===== src/rtl/seq_multi_adder.sv =====
`default_nettype none
// ============================================================================
// Module   : seq_multi_adder
// Purpose  : Sequential multi-operand adder. Accepts NUM_OPS unsigned
//            WIDTH-bit operands, one per accepted beat, over a valid/ready
//            stream. It accumulates them and presents the full-precision sum,
//            a WIDTH-bit saturated copy and an overflow flag.
// Ports    : clk       - clock, rising edge
//            rst_n     - asynchronous active-low reset
//            clear     - synchronous abort of the current transaction
//            in_valid  - operand valid
//            in_ready  - block can accept an operand
//            in_data   - operand, unsigned WIDTH bits
//            op_cnt    - operands accepted in current transaction
//            out_valid - result valid
//            out_ready - downstream accepts result
//            out_sum   - full-precision sum (SUMW bits)
//            out_sat   - sum clamped to 2^WIDTH-1
//            out_ovf   - 1 when out_sum exceeds 2^WIDTH-1
// Revision : 1.0 - initial release
// ============================================================================
module seq_multi_adder #(
   parameter  int WIDTH   = 4,
   parameter  int NUM_OPS = 4,
   localparam int SUMW    = WIDTH + $clog2(NUM_OPS),
   localparam int CNTW    = $clog2(NUM_OPS) + 1
) (
   input  logic             clk,
   input  logic             rst_n,
   input  logic             clear,
   input  logic             in_valid,
   output logic             in_ready,
   input  logic [WIDTH-1:0] in_data,
   output logic [CNTW-1:0]  op_cnt,
   output logic             out_valid,
   input  logic             out_ready,
   output logic [SUMW-1:0]  out_sum,
   output logic [WIDTH-1:0] out_sat,
   output logic             out_ovf
);

   localparam logic [0:0]      c_state_acc = 1'b0;
   localparam logic [0:0]      c_state_out = 1'b1;
   localparam logic [CNTW-1:0] c_last_idx  = CNTW'(NUM_OPS - 1);

   logic [0:0]      r_state;
   logic [0:0]      w_state_nxt;
   logic            r_run;
   logic [SUMW-1:0] r_acc;
   logic [CNTW-1:0] r_cnt;
   logic [SUMW-1:0] r_sum;
   logic            w_accept;
   logic            w_last;
   logic            w_release;
   logic [SUMW-1:0] w_acc_nxt;

   // in_ready is held low while in reset and goes high on the first edge
   // after release; r_run provides that one-edge qualification.
   always_ff @(posedge clk or negedge rst_n) begin
      if (!rst_n) begin
         r_run <= 1'b0;
      end else begin
         r_run <= 1'b1;
      end
   end

   // clear overrides both the operand accept and the result handshake.
   assign w_accept  = in_valid && in_ready && !clear;
   assign w_last    = (r_cnt == c_last_idx);
   assign w_release = (r_state == c_state_out) && out_ready && !clear;
   assign w_acc_nxt = r_acc + {{(SUMW-WIDTH){1'b0}}, in_data};

   // ---------------------------------------------------------------- FSM
   always_ff @(posedge clk or negedge rst_n) begin
      if (!rst_n) begin
         r_state <= c_state_acc;
      end else begin
         r_state <= w_state_nxt;
      end
   end

   always_comb begin
      w_state_nxt = r_state;
      if (clear) begin
         w_state_nxt = c_state_acc;
      end else begin
         case (r_state)
            c_state_acc: if (w_accept && w_last) w_state_nxt = c_state_out;
            c_state_out: if (out_ready)          w_state_nxt = c_state_acc;
            default:                             w_state_nxt = c_state_acc;
         endcase
      end
   end

   always_comb begin
      in_ready  = (r_state == c_state_acc) && r_run;
      out_valid = (r_state == c_state_out);
   end

   // ----------------------------------------------------------- datapath
   // r_sum is only updated on the final accept so that the result stays on
   // out_sum after the handshake until the next transaction completes.
   always_ff @(posedge clk or negedge rst_n) begin
      if (!rst_n) begin
         r_acc <= '0;
         r_cnt <= '0;
         r_sum <= '0;
      end else if (clear) begin
         r_acc <= '0;
         r_cnt <= '0;
      end else if (w_accept) begin
         r_acc <= w_acc_nxt;
         r_cnt <= r_cnt + CNTW'(1);
         if (w_last) begin
            r_sum <= w_acc_nxt;
         end
      end else if (w_release) begin
         r_acc <= '0;
         r_cnt <= '0;
      end
   end

   // SUMW > WIDTH always holds because NUM_OPS >= 2, so any set bit above
   // the operand width means the sum no longer fits in WIDTH bits.
   assign out_ovf = |r_sum[SUMW-1:WIDTH];
   assign out_sat = out_ovf ? {WIDTH{1'b1}} : r_sum[WIDTH-1:0];
   assign out_sum = r_sum;
   assign op_cnt  = r_cnt;

endmodule
`default_nettype wire


===== config.mk =====
export PLATFORM = sky130hd
export DESIGN_NAME = seq_multi_adder
export DESIGN_NICKNAME = d
export VERILOG_FILES = /design/src/rtl/seq_multi_adder.sv
export SDC_FILE = /design/constraint.sdc
export NUM_CORES = 1
export LEC_CHECK = 0
export BUFFER_PORTS_ARGS = -buffer_cell sky130_fd_sc_hd__buf_2
export CAP_MARGIN = 20
export CORE_MARGIN = 2
export CORE_UTILIZATION = 52
export CTS_BUF_LIST = sky130_fd_sc_hd__clkbuf_4
export DETAILED_ROUTE_END_ITERATION = 7
export GPL_TIMING_DRIVEN = 0
export PLACE_DENSITY = 0.76
export SLEW_MARGIN = 10
export SYNTH_ARGS = -nofsm -noshare
export SYNTH_HDL_FRONTEND = slang
export SYNTH_SLANG_ARGS = --single-unit

===== constraint.sdc =====
create_clock -name clk -period 2.4 [get_ports clk]
set_input_delay 0.48 -clock clk [delete_from_list [all_inputs] [get_ports clk]]
set_output_delay 0.48 -clock clk [all_outputs]
set_load 0.01 [all_outputs]

==> results.md, run 1 <==
- CP endpoint kind: register
- TritonRoute pass-1 iters: 4
- Routed vias/inst: 5.54
- Mapped Area: 896 um2
- Worst Tran Pin Value: 0.685 ns
- I/O Pins: 25
- Crit Path Max Fanout: 3
- CTS max path bufs: 2
- Die Area: 0.00207 mm2
- CP max stage delay: 0.40 ns
- Crit path kind: register to register
- Final antenna-violating net count: 0
- Register area: 425 um2
- Post-route worst setup slack: 0.632 ns
- Most common cell after layout, fill and taps aside: buf_2
- Clk sinks: 17
- Final count of negative-setup-slack endpoints: 0
- Distinct cells, synth: 28
- Fin. Hold Viols: 0
- Die W: 45.5 um
- Syn. warnings: 0
- Layout cells sized above 1: 34.9%
- HPWL Detailed: 1300 um
- Pwr dens: 546 mW/mm2
- Multi-input logic area: 440 um2
- Peak supply drop: 0.000377 V
- H-tree levels: 1
- Clock skew: 0.00140 ns
- R2R cell count: 7
- Initial core utilization: 57.5%
- Post-layout minimum cycle time: 1.77 ns
- Worst-path clk slew: 0.10 ns
- Avg Cell Area, Syn: 11.1 um2
- Gr usage total: 19.5%
- CP Data Arrival Time: 1.94 ns
- Initial antenna violation count: 0
- Worst rel slew slack: 54.3%
- WL per Instance: 13.7 um
- Sequential share of the synthesized area: 47.5%
- Final #Nets: 126
- Post-CTS Hold Buffers: 0
- Clk_lat worst skew: 0.28 ns
- Critical path depth: 7
- Hold WC Path Type: primary input to async pin
- Max_cap viols: 0
- Largest net degree at the start of global routing: 18
- Clock tree from TritonCTS: yes
- Global placer's final weighted congestion: 0.767
- Dpl ws: 0.451 ns
- CTS Buf Count: 3
- Pleak: 0.595 nW
- First-pass GRT wire length: 2880 um
- Remaining DRCs: 0
- DR vias: 692
- Post-Syn Nets: 97
- CP max-delay cell: fa_1
- Number of fillers in the final layout: 126
- Setup bufs post-CTS: 0
- Critical path launch point type: register
- #FFs+latches synth: 17
- Final period utilization: 73.7%
- Site row count: 14
- Root Buffer: clkbuf_4
- Core Box Area: 0.00156 mm2
- Number of inserted diodes: 0
- CTS resizes: 0
- Fin Setup TNS: 0 ns
- Area growth syn-to-layout: 18.7%
- Cells after Synth: 81
- Cell chain of the critical path: ha_1 > inv_1 > fa_1 > nand2b_1 > a21oi_1 > or2_2 > a31oi_1
- Gr ovfl total: 0
- Vias in the first global route: 701
- Peak Freq: 566 MHz
- Slew Viols, Final: 0
- 1st-iter DRT viols: 8
- Required @ worst endpoint: 2.57 ns
- Die H: 45.5 um
- Count of port buffers added during placement: 24
- RSZ-0062 raised after global routing: false
- Family with the most delay on the worst path: adder cells
- Status: completed
- Total wire length after detailed routing: 1720 um
- Most frequent cells in the layout: buf_2, dfrtp_1, nand2_1
- Worst path bufs/invs: 1
-- cell usage after synthesis, drive strengths merged --
| cell | number | area (um2) |
|---|---|---|
| or2b | 1 | 7.51 |
| nor4bb | 1 | 10.0 |
| o22ai | 3 | 18.8 |
| or2 | 2 | 12.5 |
| a221oi | 1 | 15.0 |
| xnor2 | 3 | 26.3 |
| a21oi | 4 | 20.0 |
| nand2b | 1 | 6.26 |
| o31a | 1 | 8.76 |
| a22o | 4 | 35.0 |
| dfrtp | 17 | 425 |
| conb | 1 | 3.75 |
| a211oi | 1 | 7.51 |
| mux2 | 3 | 45.0 |
| o21ai | 4 | 20.0 |
| nor2b | 1 | 8.76 |
| a31oi | 1 | 6.26 |
| fa | 1 | 20.0 |
| xor2 | 1 | 8.76 |
| ha | 6 | 75.1 |
| nand3b | 1 | 7.51 |
| nor2 | 4 | 15.0 |
| buf | 1 | 7.51 |
| or3 | 4 | 25.0 |
| inv | 6 | 22.5 |
| nand2 | 8 | 37.5 |
-- cell type report --
cell class | count | share of cell area (%)
inverter | 6 | 2.12
timing repair buffer | 24 | 11.3
buffer | 1 | 0.706
multi-input combinational | 57 | 41.4
clock inverter | 1 | 0.471
clock buffer | 3 | 2.12
tap | 16 | 1.88
sequential | 17 | 40.0
-- worst paths after layout --
path	from	end	slack (ns)
max	r_acc[0]	r_acc[4]	0.63
min	rst_n	r_acc[0]	0.09
max reg2reg	r_acc[0]	r_acc[4]	0.63
min reg2reg	out_sum[1]	out_sum[1]	0.51
max in group asynchronous	rst_n	r_run	2.04
min in group clk	clear	out_valid	0.38
-- flip-flops by register name (all words and copies together), names as in the netlist --
name,count
r_acc,6
op_cnt,3
r_run,1
out_sum,6
out_valid,1
-- layer usage --
layer / vias up / part of all wire (%) / global-route usage, %
met4: 0 / 1.0 / 8.82
li1: 339 / - / -
met5: - / 0 / 0
met2: 18 / 48 / 34.6
met3: 2 / 4.3 / 2.78
met1: 333 / 47 / 23.0
-- cells by family (layout without fill, tap and decap cells) --
logic type      Yosys count  count (layout)  synth area share (%)
compound gates           19              19                  14.7
xor+xnor                  4               4                  3.91
fa+ha+maj                 7               7                  10.6
buf+inv                   7              35                  3.35
flops                    17              17                  47.5
mux                       3               3                  5.03
other cells               1               1                 0.419
simple gates             23              23                  14.5
-- per-stage QoR --
step                      std cells  hold WS, ns  area [um2]  util [%]  power, mW
after floorplan                  81        0.184         896         -      0.396
after global placement          121        0.417        1040      66.5      0.430
after detailed placement        121        0.425        1040      66.5      0.434
after CTS                       125        0.102        1060      68.2      0.588
after global routing            125        0.121        1060      68.2      0.610
final                           125       0.0949        1060      68.2      0.580
-- where the power goes --
part | switching (mW) | total, mW | internal, mW
logic | 0.0558 | 0.106 | 0.0503
clock network | 0.0902 | 0.152 | 0.0618
registers | 0.0181 | 0.322 | 0.304
total | 0.164 | 0.580 | 0.416
Note: power is estimated with default switching activity, not from simulation.
==> run 2: changes to the inputs <==
--- a/config.mk
+++ b/config.mk
@@ -8,11 +8,11 @@
 export BUFFER_PORTS_ARGS = -buffer_cell sky130_fd_sc_hd__buf_2
 export CAP_MARGIN = 20
 export CORE_MARGIN = 2
-export CORE_UTILIZATION = 52
+export CORE_UTILIZATION = 48
 export CTS_BUF_LIST = sky130_fd_sc_hd__clkbuf_4
 export DETAILED_ROUTE_END_ITERATION = 7
 export GPL_TIMING_DRIVEN = 0
-export PLACE_DENSITY = 0.76
+export PLACE_DENSITY = 0.73
 export SLEW_MARGIN = 10
 export SYNTH_ARGS = -nofsm -noshare
 export SYNTH_HDL_FRONTEND = slang
==> constraint.sdc (replaced) <==
create_clock -name clk -period 1.5 [get_ports clk]
set_input_delay 0.3 -clock clk [delete_from_list [all_inputs] [get_ports clk]]
set_output_delay 0.3 -clock clk [all_outputs]
set_load 0.01 [all_outputs]
==> results.md, run 2 (synthesis results as in run 1) <==
- Status: finished with violations
- Failing checks: negative setup slack
- Number of inserted diodes: 0 (unchanged)
- Final count of negative-setup-slack endpoints: 10 (+10)
- Critical path launch point type: register
- Clk_lat worst skew: 0.30 ns (+0.02 ns)
- CP endpoint kind: register
- Worst-path clk slew: 0.10 ns (about the same)
- Die Area: 0.00223 mm2 (+7.6%)
- Hold_ws: 0.208 ns (+0.113 ns)
- Max_cap viols: 0 (unchanged)
- WHS Endpoint: out_valid
- DR vias: 739 (+6.8%)
- Final Cell Area: 0.00123 mm2 (+16%)
- CTS Buf Count: 3 (unchanged)
- Met3 WL: 111 um (+52%)
- First-pass GRT wire length: 2710 um (-6.0%)
- Required @ worst endpoint: 1.69 ns (-0.88 ns)
- Pleak: 0.658 nW (+11%)
- Die W: 47.2 um (+3.7%)
- Area growth syn-to-layout: 37.8%
- RSZ-0062 raised after global routing: true
- Final #Nets: 135 (+7.1%)
- Total wire length after detailed routing: 1800 um (+4.8%)
- Final antenna-violating net count: 0 (unchanged)
- Peak supply drop: 0.000592 V (+57%)
- R2R cell count: 6 (-1)
- Clock skew: 0.0128 ns (+0.0114 ns)
- Reg-to-Reg End: out_sum[3]
- Number of fillers in the final layout: 138 (+9.5%)
- Count of port buffers added during placement: 24 (unchanged)
- Peak Freq: 621 MHz (+9.9%)
- H-tree levels: 1 (unchanged)
- Initial antenna violation count: 0 (unchanged)
- Reg2Reg Setup Slack: -0.11 ns (-0.74 ns)
- Site row count: 15 (+1)
- Vias in the first global route: 600 (-14%)
- TritonRoute pass-1 iters: 4 (unchanged)
- Hold wc startpoint: clear
- Post-route worst setup slack: -0.109 ns (-0.741 ns)
- Routed vias/inst: 5.17 (-6.7%)
- Initial core utilization: 51.3% (-6.1 points)
- I/O Pins: 25 (unchanged)
- Most frequent cells in the layout: buf_2, dfrtp_1, buf_4
- Pwr dens: 791 mW/mm2 (+45%)
- Crit Path Max Fanout: 2 (-1)
- CTS max path bufs: 2 (unchanged)
- Fin. Hold Viols: 0 (unchanged)
- Largest net degree at the start of global routing: 18 (unchanged)
- Post-layout minimum cycle time: 1.61 ns (-0.159 ns)
- Clk sinks: 17 (unchanged)
- Post-DP Area: 0.00107 mm2 (+3.1%)
- Layout cells sized above 1: 48.3% (+13 points)
- Gr usage total: 18.1% (-1.4 points)
- Root Buffer: clkbuf_4
- Final period utilization: 107% (+34 points)
- Slew Viols, Final: 0 (unchanged)
- Top layer used by detailed routing: met4
- Most common cell after layout, fill and taps aside: buf_2
- HPWL Detailed: 1260 um (-3.0%)
- Core Box Area: 0.00175 mm2 (+12%)
- CP Launch Point: r_acc[0]
- Hold Path Cell Cnt: 2
- CP Data Arrival Time: 1.80 ns (-0.14 ns)
- Launching point of the worst reg2reg path: r_acc[0]
- Fin Setup TNS: -0.448 ns (-0.448 ns)
- WL per Instance: 12.6 um (-8.4%)
- Hold WC Path Type: primary input to register
- Wl on met1: 796 um (-0.38%)
- 1st-iter DRT viols: 10 (+2)
- Die H: 47.2 um (+3.7%)
- Remaining DRCs: 0 (unchanged)
- Global placer's final weighted congestion: 0.785 (+2.4%)
- Crit path kind: register to register
- Clock tree from TritonCTS: yes
- Gr ovfl total: 0 (unchanged)
- Met2 wire length: 877 um (+6.2%)
-- run 2: changes by cell type in the layout (fill, tap and decap cells not counted), sizes merged --
cell         delta
dlygate4sd3     +1
buf             +8
-- run 2: where the power goes --
part / total (mW) / switching [mW] / internal, mW
Combinational: 0.216 / 0.109 / 0.106
Sequential: 0.519 / 0.0318 / 0.487
Clock: 0.242 / 0.143 / 0.0993
Total: 0.976 / 0.284 / 0.692
-- run 2: what timing repair did --
item / 4_1_cts / 5_1_grt
hold buffers: 1 / 0
setup buffers: 3 / 5
gates resized for setup: 4 / 12
pin swaps: 13 / 6
setup endpoints to repair: 11 / 16
endpoints found under the hold margin: 17 / 0
-- run 2: how the worst max path moves through the flow --
stage | to | slack [ns] | depth (start not counted)
after floorplan | out_sum[4] | -0.01 | 7
after global placement | out_sum[4] | -0.15 | 8
after detailed placement | out_sum[4] | -0.16 | 8
after CTS | r_acc[4] | -0.1 | 7
after global routing | out_sum[3] | -0.16 | 6
final | out_sum[3] | -0.11 | 6
-- run 2: per-stage QoR --
stage / cells / utilization [%] / total power, mW / worst slack, ns
finish: 143 / 70.8 / 0.976 / -0.109
global route: 143 / 70.8 / 1.04 / -0.162
CTS: 138 / 65.1 / 0.961 / -0.0984
detailed placement: 130 / 61.2 / 0.705 / -0.163
global placement: 130 / 61.2 / 0.698 / -0.153
floorplan: 81 / - / 0.642 / -0.0112
-- run 2: metal layers --
layer  track usage, %  vias to the layer above
li1                 -                      358
met1             21.7                      354
met2             30.4                       25
met3             6.92                        2
met4             5.00                        0
met5                0                        -
-- run 2: area by class of cell --
cell class	instances	area (um2)	area share [%]
clock buffers	3	22.5	1.82
flip-flops and latches	17	428	34.7
inverters	6	22.5	1.82
plain buffers	1	7.51	0.608
multi-input cells	57	518	41.9
clock inverters	1	5.00	0.405
repair buffers	33	200	16.2
well taps	25	31.3	2.53
-- run 2: worst max-delay path: stages, from the launching register on --
cell and delay [ns]:
dfrtp_1 0.42, ha_4 0.18, buf_6 0.11, a211oi_4 0.26, nor2_2 0.08, xor2_2 0.19
mux2_4 0.27
